[src/rtl/imm_narrow.sv]
// imm_narrow: streaming signed IN_W -> OUT_W immediate encoder with overflow flag,
// saturating overflow counter and a 2-entry skid buffer.
// Optional build macro IMM_NARROW_SATURATE_EN: clamp overflowing words instead of wrapping.
// Ports: clk; rst (async, active-high);
//        in_valid/in_ready/in_data   : input word stream (in_ready registered);
//        out_valid/out_ready/out_imm/out_ovf : narrowed immediate stream;
//        ovf_cnt : number of accepted words that overflowed (saturating).
module imm_narrow #(
    parameter int IN_W  = 32,
    parameter int OUT_W = 12,
    parameter int CNT_W = 16
) (
    input  logic             clk,
    input  logic             rst,
    input  logic             in_valid,
    output logic             in_ready,
    input  logic [IN_W-1:0]  in_data,
    output logic             out_valid,
    input  logic             out_ready,
    output logic [OUT_W-1:0] out_imm,
    output logic             out_ovf,
    output logic [CNT_W-1:0] ovf_cnt
);
    typedef enum logic [1:0] {EMPTY, ONE, TWO} state_t;
    state_t           r_state;
    logic             r_in_ready, r_out_valid, r_h_ovf, r_s_ovf;
    logic [OUT_W-1:0] r_h_imm, r_s_imm;
    logic [CNT_W-1:0] r_cnt;
    logic [IN_W-OUT_W:0] w_top;
    logic             w_ovf, w_in_x, w_out_x;
    logic [OUT_W-1:0] w_imm;
    // Word fits iff the bits from the result's sign bit upward are all equal.
    assign w_top = in_data[IN_W-1:OUT_W-1];
    assign w_ovf = |w_top & ~&w_top;
`ifdef IMM_NARROW_SATURATE_EN
    // Clamp toward the input's sign: 0111..1 for positive, 1000..0 for negative.
    assign w_imm = w_ovf ? {in_data[IN_W-1], {(OUT_W-1){~in_data[IN_W-1]}}} : in_data[OUT_W-1:0];
`else
    assign w_imm = in_data[OUT_W-1:0];
`endif
    assign w_in_x    = in_valid & r_in_ready;
    assign w_out_x   = r_out_valid & out_ready;
    assign in_ready  = r_in_ready;
    assign out_valid = r_out_valid;
    assign out_imm   = r_h_imm;
    assign out_ovf   = r_h_ovf;
    assign ovf_cnt   = r_cnt;
    always_ff @(posedge clk or posedge rst) begin
        if (rst) begin
            r_state     <= EMPTY;
            r_in_ready  <= 1'b1;
            r_out_valid <= 1'b0;
            r_h_imm     <= '0;
            r_h_ovf     <= 1'b0;
            r_s_imm     <= '0;
            r_s_ovf     <= 1'b0;
            r_cnt       <= '0;
        end else begin
            if (w_in_x && w_ovf && !(&r_cnt))
                r_cnt <= r_cnt + CNT_W'(1);
            case (r_state)
                EMPTY: if (w_in_x) begin
                    r_h_imm     <= w_imm;
                    r_h_ovf     <= w_ovf;
                    r_out_valid <= 1'b1;
                    r_state     <= ONE;
                end
                ONE: if (w_in_x && w_out_x) begin
                    r_h_imm <= w_imm;
                    r_h_ovf <= w_ovf;
                end else if (w_in_x) begin
                    r_s_imm    <= w_imm;
                    r_s_ovf    <= w_ovf;
                    r_in_ready <= 1'b0;
                    r_state    <= TWO;
                end else if (w_out_x) begin
                    r_out_valid <= 1'b0;
                    r_state     <= EMPTY;
                end
                TWO: if (w_out_x) begin
                    r_h_imm    <= r_s_imm;
                    r_h_ovf    <= r_s_ovf;
                    r_in_ready <= 1'b1;
                    r_state    <= ONE;
                end
                default: r_state <= EMPTY;
            endcase
        end
    end
endmodule

[config.mk]
export PLATFORM = sky130hd
export DESIGN_NAME = imm_narrow
export DESIGN_NICKNAME = d
export VERILOG_FILES = /design/src/rtl/imm_narrow.sv
export SDC_FILE = /design/constraint.sdc
export NUM_CORES = 1
export LEC_CHECK = 0
export CORE_ASPECT_RATIO = 0.5
export CORE_MARGIN = 2
export CORE_UTILIZATION = 65
export CTS_CLUSTER_DIAMETER = 30
export DETAILED_ROUTE_END_ITERATION = 8
export DONT_BUFFER_PORTS = 1
export HOLD_SLACK_MARGIN = 0.02
export PLACE_DENSITY_LB_ADDON = 0.12
export SLEW_MARGIN = 10
export SYNTH_ARGS = -nofsm -noshare
export SYNTH_HDL_FRONTEND = slang
export SYNTH_SLANG_ARGS = --single-unit
[constraint.sdc]
create_clock -name clk -period 3.2 [get_ports clk]
set_clock_uncertainty 0.2 [all_clocks]
set_input_delay 0.32 -clock clk [delete_from_list [all_inputs] [get_ports clk]]
set_output_delay 0.32 -clock clk [all_outputs]
set_load 0.02 [all_outputs]
# [Word-level counts from Yosys, hierarchy flattened]
# Cells that the tools add are included.
[op_classes] eq_ne=10 n_addsub=1 bitwise=4 reduce_logical=17 n_mux=23
[ops] cell="$mux 12" count=3
[ops] cell="$pmux 12 s3" count=1
[ops] cell="$reduce_and 21->1" count=1
[ops] cell="$reduce_or 21->1" count=1
[ops] cell="$add 16x1->16 const B" count=1
[ops] cell="$reduce_and 16->1" count=1
[ops] cell="$ne 2x2->1 const B" count=7
[ops] cell="$reduce_and 4->1" count=3
[ops] cell="$mux 1" count=10
[ops] cell="$mux 2" count=5
[ops] cell="$pmux 2 s3" count=1
[ops] cell="$reduce_and 5->1" count=1
[ops] cell="$pmux 1 s2" count=2
[ops] cell="$reduce_bool 2->1" count=2
[ops] cell="$and 1x1->1" count=3
[ops] cell="$logic_and 1x1->1" count=3
[ops] cell="$ne 3x3->1 const B" count=1
[ops] cell="$pmux 1 s3" count=1
[ops] cell="$reduce_and 3->1" count=1
[ops] cell="$reduce_bool 3->1" count=1
[ops] cell="$eq 2x1->1 const B" count=1
[ops] cell="$eq 2x2->1 const B" count=1
[ops] cell="$logic_not 1->1" count=2
[ops] cell="$logic_not 2->1" count=1
[ops] cell="$not 1->1" count=1
[word_totals] elab_cells=63 reg_bits=46 inputBits=36 output_inout_bits=31

# [Depth between registers and ports, before layout]
[logic_depth] word_depth=5 ltp_mapped=8

# [Worst setup path before layout]
# Ideal clock, no wire load.
[synth_timing] kind="register to register" startpoint="reg r_cnt[0] (netlist: ovf_cnt[0])" endpoint="reg r_cnt[1] (netlist: ovf_cnt[1])" path_buffers=1 stages_incl_launch_ff=8 t_arrival_ns=1.896 period_less_slack_ns=2.224 path_slack_ns=0.976 cell_sequence="dfrtp_1 -> ha_1 -> nand4_1 -> or3_1 -> o21ai_1 -> nor3_1 -> buf_2 -> mux2_1"
[synth_via] elab_chain_cells=3 word_cells_on_any_way=4
[synth_rtl] element="start, declared" line_no="28" source="logic [CNT_W-1:0] r_cnt;"
[synth_rtl] element="start signal, assigned" line_no="60" source="r_cnt <= r_cnt + CNT_W'(1);"
[synth_rtl] element="branches (longest 3 deep; another with $add 16x1->16)"
# Several ways; the timed one is not identified.
# A chain may end at the register's enable or synchronous reset.

# [Final worst setup path]
[layout_timing] startpoint="reg r_out_valid (netlist: out_valid)" endpoint="reg r_h_ovf (netlist: out_ovf)"
[layout_via] elab_chain_cells=4 word_cells_on_any_way=5
[layout_rtl] element="start, declared" line_no="26" source="logic r_in_ready, r_out_valid, r_h_ovf, r_s_ovf;"
[layout_rtl] element="start signal, assigned" line_no="52" source="r_out_valid <= 1'b0;"
[layout_rtl] element="start signal, assigned" line_no="65" source="r_out_valid <= 1'b1;"
[layout_rtl] element="start signal, assigned" line_no="77" source="r_out_valid <= 1'b0;"
[layout_rtl] element="$and 1x1->1 (*)" line_no="42" source="assign w_out_x = r_out_valid & out_ready;"
[layout_rtl] element="$logic_and 1x1->1" line_no="68" source="ONE: if (w_in_x && w_out_x) begin"
[layout_rtl] element="$ne 2x2->1 (no source line)"
[layout_rtl] element="$reduce_and 4->1 (no source line) (*)"
[layout_rtl] element="end signal, assigned" line_no="64" source="r_h_ovf <= w_ovf;"
[layout_rtl] element="end signal, assigned" line_no="70" source="r_h_ovf <= w_ovf;"
[layout_rtl] element="end signal, assigned" line_no="82" source="r_h_ovf <= r_s_ovf;"
[layout_rtl] element="end, declared" line_no="26"
# Every way passes the cells marked *; elsewhere a longest branch is shown, timed or not.

==> results.json <==
{
  "status": "complete, but fails checks",
  "violations": "design-rule violations",
  "drcViolationCount": 3,
  "dr.pass1.iters": 7,
  "cts_tree": "done",
  "synth_top_area_cell": "dfrtp_1",
  "use_met2_pct": 37.97,
  "max_slew_margin_pct": 35.44,
  "ys_seq_elements": 46,
  "diodes": 0,
  "synthMuxAreaShare_pct": 14.64,
  "grt_max_degree": 47,
  "clock_path_buffers": 2,
  "antenna_found_initial": 0,
  "fmax_mhz": 421.1,
  "synth_adder_area_share_pct": 0.5764,
  "clkLatencyLatePin_ns": 0.30,
  "cts-resized-gates": 0,
  "rsz0062_at_grt": "false",
  "final_common_cell": "dfrtp_1",
  "clkSlewWorstSetupHoldPaths_ns": 0.08,
  "core.rowCount": 14,
  "dp.cells": 231,
  "slowest_stage": "a21boi_2",
  "synth_top_family_by_area": "simple AND/OR/NAND/NOR gates",
  "fin_cells": 252,
  "layout_common_cells": "45 x dfrtp_1, 24 x nand2_1, 13 x mux2_2, 13 x mux2i_1, 13 x dlygate4sd3_1",
  "cp.arrival_ns": 2.37,
  "cts_buffers": 5,
  "crit_fanout": 25,
  "io_pins": 67,
  "synth_top_cell_area_share_pct": 51.87,
  "fp.dieH_um": 44.87,
  "finalSetupTns_ns": 0,
  "synth_area_leaders": "dfrtp_1 52%, mux2_2 6.7%, mux2i_1 6.0%, nand2_1 4.1%, xnor2_1 3.6%",
  "setup-violations-final": 0,
  "finalHoldViolCount": 0,
  "timing_worst_setup_path_type": "register to register",
  "syn-cell-area_um2": 2171,
  "route.vias.total": 1544,
  "synthSimpleGateAreaFrac_pct": 18.73,
  "die_w_um": 85.73,
  "cts-htree-levels": 2,
  "regToRegSetupSlack_ns": 0.83,
  "grtUsageMet3_pct": 7.861,
  "post-route-min-period_ns": 2.375,
  "drt_iter0_drc": 66,
  "synthXorXnorAreaFrac_pct": 5.245,
  "viasPerCell": 6.127,
  "synth-main-ff-cell": "dfrtp_1",
  "clock-sinks": 46,
  "cpPeakStageDelay_ns": 0.77,
  "final_nets": 248,
  "synth_nets": 234,
  "synth_area_per_cell_um2": 11.02,
  "critPathTopFamily": "compound AO/OA/AOI/OAI gates",
  "antenna_left": 0,
  "power_density_nw_per_um2": 403.3,
  "dp_hpwl_um": 2673,
  "ys_types": 35,
  "portBuffers": 0,
  "p_leak_uw": 0.001025,
  "fin_crit_sh_pct": 74.20,
  "preCtsSetupSlack_ns": 0.8301,
  "routed_wl_um": 4132,
  "grt_use_total_pct": 24.26,
  "worstPathBufferInverterCount": 0,
  "p_total_uw": 976.5,
  "start_kind": "register",
  "core-area_um2": 3100,
  "use_met1_pct": 31.71,
  "n_fill_cell": 192,
  "endpoint_kind": "register",
  "synth_edf_count": 0,
  "ys_warn_count": 0,
  "area_growth_pct": 11.53,
  "hold_ws_ns": 0.04214,
  "layout-drive-gt1-share_pct": 14.15,
  "ir_drop_mv": 0.2465,
  "wl_per_cell_um": 16.40,
  "async_flop_share_pct": 100.0,
  "grt_busiest_layer": "met2",
  "critPathRequiredTime_ns": 3.19,
  "root_buffer": "clkbuf_8",
  "grt-ovfl-total": 0,
  "grt_pass1_vias": 1502,
  "start_util_pct": 70.02,
  "dieArea_um2": 3846,
  "yosysSeqAreaShare_pct": 53.08,
  "drv_cap": 0,
  "tightest_slew_ns": 0.9628,
  "grt_pass1_wl_um": 6934,
  "synth_compound_area_share_pct": 5.706,
  "path_cells": "and3_1, o21bai_1, a21boi_2, mux2_2",
  "hp-class": "primary input to register",
  "gp_congestion": 0.7702,
  "fin_ws_ns": 0.8255,
  "synthCells": 197,
  "finalMaxSlewViolations": 0
}
[logic make-up after synthesis]
group / after synthesis
and+or+nand+nor: 76
DFF: 46
muxes: 29
AOI/OAI and AO/OA: 23
xor gates and xnor gates: 13
buffers and inverters: 9
adders and majority gates: 1
[report_power, final]
part	leakage [µW]	total, µW	switching (µW)	internal [µW]
registers	0.000634	581	0	581
clock network	0.0000472	367	193	174
logic	0.000344	28.8	15.7	13.1
[stage by stage]
| stage | utilization [%] | cell area (µm²) |
|---|---|---|
| after floorplan | - | 2171 |
| after global placement | 70.82 | 2196 |
| after detailed placement | 70.82 | 2196 |
| after CTS | 78.09 | 2421 |
| after global routing | 78.09 | 2421 |
| final | 78.09 | 2421 |
[final timing paths]
kind	end	depth (start not counted)	from
worst min register to register	r_s_ovf	2	r_s_ovf
worst max-delay path	out_ovf	4	out_valid
worst max register to register	out_ovf	4	out_valid
min in group asynchronous	out_imm[9]	2	rst
max in group asynchronous	ovf_cnt[11]	2	rst
worst min-delay path	out_imm[2]	2	in_data[2]
[cell type report]
class / instances / area [µm²] / share of cell area (%)
clock buffer: 6 / 82.58 / 3.411
clock inverter: 2 / 12.51 / 0.5168
inverter: 2 / 7.507 / 0.3101
multi-input combinational: 142 / 978.4 / 40.41
sequential: 46 / 1152 / 47.60
tap: 40 / 50.05 / 2.067
timing repair buffer: 14 / 137.6 / 5.685
[repair_timing]
action,in CTS,in global routing
endpoints found under the setup margin,0,0
setup buffers,0,0
endpoints found under the hold margin,66,0
hold buffers,13,0
[synth_stat cells, types with 2 or more instances]
library cell  count
nor4_1            6
nand3_1          11
mux2_4            2
buf_2             2
nand2_1          24
dfrtp_1          45
a21oi_1           2
nor4_2            2
nand2b_1          5
inv_1             2
and3_1            4
mux2_2           13
nor3_1            3
and2_1            2
nand4_1          10
o21ai_1           7
xor2_1            4
mux2i_1          13
o21ai_0          11
nor2_1            4
xnor2_1           9
clkbuf_1          3
[metal layers]
layer	routed length, µm	vias to the layer above
met1	1840	758
li1	-	731
met3	317	6
met4	45	0
met5	0	-
met2	1928	49
[sequential cells by signal (all words and copies together), names as in the netlist]
signal / flops
ovf_cnt: 16
out_imm: 12
r_s_imm: 12
r_state: 2
in_ready: 1
out_ovf: 1
out_valid: 1
r_s_ovf: 1
Power figures use the tool's default switching activity.
